`config.mk`:
```
export PLATFORM = sky130hd
export DESIGN_NAME = fifo_occ_ctrl
export DESIGN_NICKNAME = d
export VERILOG_FILES = /design/src/rtl/fifo_occ_ctrl_pkg.sv /design/src/rtl/fifo_ptr.sv /design/src/rtl/fifo_occ_ctrl.sv
export SDC_FILE = /design/constraint.sdc
export NUM_CORES = 1
export LEC_CHECK = 0
export BUFFER_PORTS_ARGS = -buffer_cell sky130_fd_sc_hd__buf_2
export CAP_MARGIN = 40
export CORE_MARGIN = 8
export CORE_UTILIZATION = 48
export CTS_CLUSTER_SIZE = 25
export DETAILED_ROUTE_END_ITERATION = 12
export GPL_TIMING_DRIVEN = 0
export HOLD_SLACK_MARGIN = 0.05
export PLACE_DENSITY = 0.85
export SLEW_MARGIN = 20
export SYNTH_ARGS = -nofsm -noshare
export SYNTH_HDL_FRONTEND = slang
export SYNTH_HIERARCHICAL = 1
export SYNTH_SLANG_ARGS = --single-unit
```
`constraint.sdc`:
```
create_clock -name clk -period 4.14 [get_ports clk]
set_clock_uncertainty 0.2 [all_clocks]
set_input_delay 0.621 -clock clk [delete_from_list [all_inputs] [get_ports clk]]
set_output_delay 0.621 -clock clk [all_outputs]
set_load 0.01 [all_outputs]
```
`src/rtl/fifo_occ_ctrl_pkg.sv`:
```
// fifo_occ_ctrl_pkg: shared constants, step encoding and the up/down step cell.
// Rev 1.0
`default_nettype none

package fifo_occ_ctrl_pkg;

   localparam int CNT_W     = 4;
   localparam int MIN_DEPTH = 2;
   localparam int MAX_DEPTH = 8;
   localparam int MIN_AF    = 1;

   typedef enum logic [1:0] {
      STEP_HOLD = 2'b00,
      STEP_UP   = 2'b01,
      STEP_DOWN = 2'b10
   } step_e;

   // 4-bit up/down step cell; callers never request UP at DEPTH or DOWN at 0.
   function automatic logic [CNT_W-1:0] step_apply(input logic [CNT_W-1:0] cnt,
                                                   input step_e step);
      logic [CNT_W-1:0] nxt;
      nxt = cnt;
      case (step)
         STEP_UP:   nxt = cnt + CNT_W'(1);
         STEP_DOWN: nxt = cnt - CNT_W'(1);
         default:   nxt = cnt;
      endcase
      return nxt;
   endfunction

endpackage

`default_nettype wire

```
`src/rtl/fifo_ptr.sv`:
```
// fifo_ptr: W-bit wrapping pointer with increment enable, sync clear, async reset.
// Rev 1.0
`default_nettype none

module fifo_ptr #(
   parameter int W = 3
) (
   input  logic         clk,
   input  logic         rst_n,
   input  logic         clr,
   input  logic         inc,
   output logic [W-1:0] ptr
);

   logic [W-1:0] ptr_q;
   logic [W-1:0] ptr_d;

   always_comb begin
      ptr_d = ptr_q;
      if (clr)
         ptr_d = '0;
      else if (inc)
         ptr_d = ptr_q + W'(1);
   end

   always_ff @(posedge clk or negedge rst_n) begin
      if (!rst_n)
         ptr_q <= '0;
      else
         ptr_q <= ptr_d;
   end

   assign ptr = ptr_q;

endmodule

`default_nettype wire

```
`src/rtl/fifo_occ_ctrl.sv`:
```
// fifo_occ_ctrl: push/pop acceptance, RAM pointers, occupancy count and status flags.
// Rev 1.0
`default_nettype none

module fifo_occ_ctrl
   import fifo_occ_ctrl_pkg::*;
#(
   parameter  int DEPTH    = 8,
   parameter  int AF_LEVEL = 6,
   localparam int AW       = $clog2(DEPTH)
) (
   input  logic             clk,
   input  logic             rst_n,
   input  logic             clr,
   input  logic             push,
   input  logic             pop,
   output logic             wr_en,
   output logic             rd_en,
   output logic [AW-1:0]    wr_addr,
   output logic [AW-1:0]    rd_addr,
   output logic [CNT_W-1:0] count,
   output logic             full,
   output logic             empty,
   output logic             almost_full,
   output logic             ovf_err,
   output logic             udf_err
);

   logic [CNT_W-1:0] count_q, count_d;
   logic             ovf_q, ovf_d;
   logic             udf_q, udf_d;
   step_e            step;

   // Flags derive only from the registered count, so a pop never frees a slot
   // for a push in the same cycle (and vice versa).
   assign full        = (count_q == CNT_W'(DEPTH));
   assign empty       = (count_q == '0);
   assign almost_full = (count_q >= CNT_W'(AF_LEVEL));

   assign wr_en = push & ~full  & ~clr;
   assign rd_en = pop  & ~empty & ~clr;

   always_comb begin
      step = STEP_HOLD;
      if (wr_en && !rd_en)
         step = STEP_UP;
      else if (rd_en && !wr_en)
         step = STEP_DOWN;
   end

   always_comb begin
      count_d = step_apply(count_q, step);
      ovf_d   = ovf_q | (push & full);
      udf_d   = udf_q | (pop & empty);
      if (clr) begin
         count_d = '0;
         ovf_d   = 1'b0;
         udf_d   = 1'b0;
      end
   end

   always_ff @(posedge clk or negedge rst_n) begin
      if (!rst_n) begin
         count_q <= '0;
         ovf_q   <= 1'b0;
         udf_q   <= 1'b0;
      end else begin
         count_q <= count_d;
         ovf_q   <= ovf_d;
         udf_q   <= udf_d;
      end
   end

   fifo_ptr #(.W(AW)) u_wr_ptr (
      .clk   (clk),
      .rst_n (rst_n),
      .clr   (clr),
      .inc   (wr_en),
      .ptr   (wr_addr)
   );

   fifo_ptr #(.W(AW)) u_rd_ptr (
      .clk   (clk),
      .rst_n (rst_n),
      .clr   (clr),
      .inc   (rd_en),
      .ptr   (rd_addr)
   );

   assign count   = count_q;
   assign ovf_err = ovf_q;
   assign udf_err = udf_q;

endmodule

`default_nettype wire

```
==> impl_metrics.yaml <==
status:
  outcome: "completed"
die:
  die_h_microns: 54.4
  initial_core_util: 0.494
  rows: 14
  chipWidth_microns: 54.4
  core-area_sq_um: 1440
  dieArea_sq_um: 2960
  pin_count: 22
final_layout:
  diodes: 0
  nets: 100
  post-route-cell-area_sq_um: 867
  drive_above_1_share: 0.341
  nFillCells: 130
  syn_to_final_growth_pct: 22.2
timing:
  finalCriticalPeriod_ps: 3230
  tightestPinTransition_ps: 628
  max_freq_ghz: 0.309
  hold_viol: 0
  rsz0062_at_grt: "no"
  setup_viol: 0
  finalSetupTns_ps: 0
  slew_violations: 0
  fin_crit_sh: 0.781
  relSlewSlack: 0.578
synthesis:
  synth_area_sq_um: 709
  postSynthAreaPerCell_sq_um: 11.3
  synth_cells: 63
  synth-edff-count: 0
  yosysMostFrequentCell: "dfrtp_1"
  synth_warnings: 6
  synth.largest_area_cell: "dfrtp_1"
  synthDistinctLibCells: 27
  ys_seq_area_frac: 0.423
  ys_top_cells_by_count: "dfrtp_1, nor2_1, a21oi_1"
  syn_nets: 73
  synthTopCellsByArea: "dfrtp_1, ha_1, mux2i_1"
  synth_top_area_frac: 0.423
  synthArstFlopShare: 1.00
  ys_seq_elements: 12
  synth_ff_type: "dfrtp_1"
critical_path:
  crit_family: "compound AO/OA/AOI/OAI gates"
  slowest_stage: "a2111oi_4"
  worstPathRequired_ps: 4100
  start_kind: "flip-flop"
  critPathMaxFanout: 10
  path_buf_inv: 0
  worstPathArrival_ps: 3190
  cp-end-kind: "flip-flop"
  cp_cell_sequence: "or4b_4, a2111oi_4, ha_1, a21o_1, a2111oi_0, mux2i_1, o311ai_1"
  criticalPathCategory: "flip-flop to flip-flop"
  cpPeakStageDelay_ps: 670
global_routing:
  antenna_found_initial: 0
  grt_max_degree: 13
  gr-total-overflow: 0
  grtUsageTotal: 0.111
  grt_pass1_vias: 591
  grt_pass1_wl_mm: 2.44
pwr:
  leakage_nw: 0.458
  finalPower_mw: 0.321
  p_per_area_nw_per_um2: 370
  clkPwrFrac: 0.212
  switching_share: 0.348
  p_sw_mw: 0.112
  pwr-share-comb: 0.329
  p_seq_frac: 0.459
  power.internal_mw: 0.209
  peakVddDrop_mv: 0.193
routing:
  drt_iter0_drc: 8
  first_pass_iters: 4
  dr_total_vias: 598
  ant_nets: 0
  drt-total-wl_mm: 1.49
  vias_per_cell: 5.75
  drcViolationCount: 0
  wire_per_inst_microns: 14.3
clock_network:
  cts_max_path_buffers: 2
  clock-sinks: 12
  clkSlewWorstSetupHoldPaths_ps: 70
  cts_tree: "done"
  clock_latency_ps: 260
  numCtsBuffers: 3
  cts-htree-levels: 1
  cts_root_buf: "clkbuf_4"
  post_cts_resize_count: 0
hold_path:
  worstHoldPathType: "flip-flop to flip-flop"
placed_design:
  portBuffers: 21
  post_dp_cell_area_sq_um: 835
  gp_congestion: 0.717
  dp_hpwl_mm: 1.16
flow_run:
  maxCapViolCount: 0
-- metal layers --
| layer | part of all wire | track usage | routed length [microns] | up-vias |
|---|---|---|---|---|
| li1 | - | - | - | 292 |
| met1 | 0.43 | 0.122 | 642 | 286 |
| met2 | 0.47 | 0.191 | 705 | 18 |
| met3 | 0.087 | 0.0272 | 130 | 2 |
| met4 | 0.0060 | 0.0615 | 9 | 0 |
| met5 | 0 | 0 | 0 | - |
-- sequential cells by signal, summed over array words and instances (netlist names) --
signal,cells
count,4
u_rd_ptr/ptr,3
u_wr_ptr/ptr,3
ovf_err,1
udf_err,1
-- worst paths after layout --
kind	cells after the start	from	slack (ps)	to
worst max-delay path	7	count[0]	910	count[3]
worst min-delay path	2	ovf_err	300	ovf_err
worst max register to register	7	count[0]	910	count[3]
worst min register to register	2	ovf_err	300	ovf_err
max in group asynchronous	2	rst_n	2970	udf_err
min in group asynchronous	2	rst_n	550	u_wr_ptr/ptr[1]
-- tightest hold or removal path: stages, from the launching register on --
cell and delay (ps):
dfrtp_1 340, a21oi_1 40, nor2_1 80
-- cell type report --
class	instances	area (sq um)	area share
multi-input combinational	46	390	0.450
sequential	12	300	0.346
timing repair buffer	22	115	0.133
clock buffer	3	22.5	0.0260
tap	16	20.0	0.0231
inverter	4	15.0	0.0173
buffer	1	3.75	0.00433
-- kinds of logic (layout without fill, tap and decap cells) --
family / count (synthesis) / count (layout) / synth area share
fa+ha+maj: 5 / 5 / 0.0988
compound gates: 19 / 19 / 0.228
xor+xnor: 3 / 3 / 0.0370
buf+inv: 5 / 30 / 0.0264
simple gates: 16 / 16 / 0.145
mux: 3 / 3 / 0.0423
flops: 12 / 12 / 0.423
-- timing repair --
item                                    4_1_cts  5_1_grt
endpoints found under the hold margin        12        0
endpoints found under the setup margin        0        0
buffers inserted                              0        0
hold buffers                                  1        0
-- cell usage in the layout (no fill, tap or decap), types with 2 or more instances in the layout --
cell      Yosys  layout
buf_2         0      21
dfrtp_1      12      12
nor2_1        6       6
a21oi_1       5       5
inv_1         4       4
ha_1          4       4
nor3_1        3       3
mux2i_1       3       3
xnor2_1       3       3
clkbuf_4      0       3
a21o_1        2       2
o21ai_0       2       2
a21bo_2       2       2
nand3b_1      2       2
-- power groups by stage --
stage | Sequential [mW] | Combinational, mW | Clock (mW)
after CTS | 0.148 | 0.108 | 0.0710
after global routing | 0.150 | 0.118 | 0.0776
after detailed placement | 0.150 | 0.107 | 0
after global placement | 0.148 | 0.103 | 0
final | 0.147 | 0.106 | 0.0682
after floorplan | 0.153 | 0.0637 | 0
-- metrics by stage --
stage	worst slack (ps)	hold slack, ps	instances	util
finish	906	303	104	0.604
global route	678	339	104	0.604
CTS	896	308	104	0.604
detailed placement	925	284	100	0.581
global placement	977	274	100	0.581
floorplan	1130	125	63	-
Note: power is estimated with default switching activity, not from simulation.
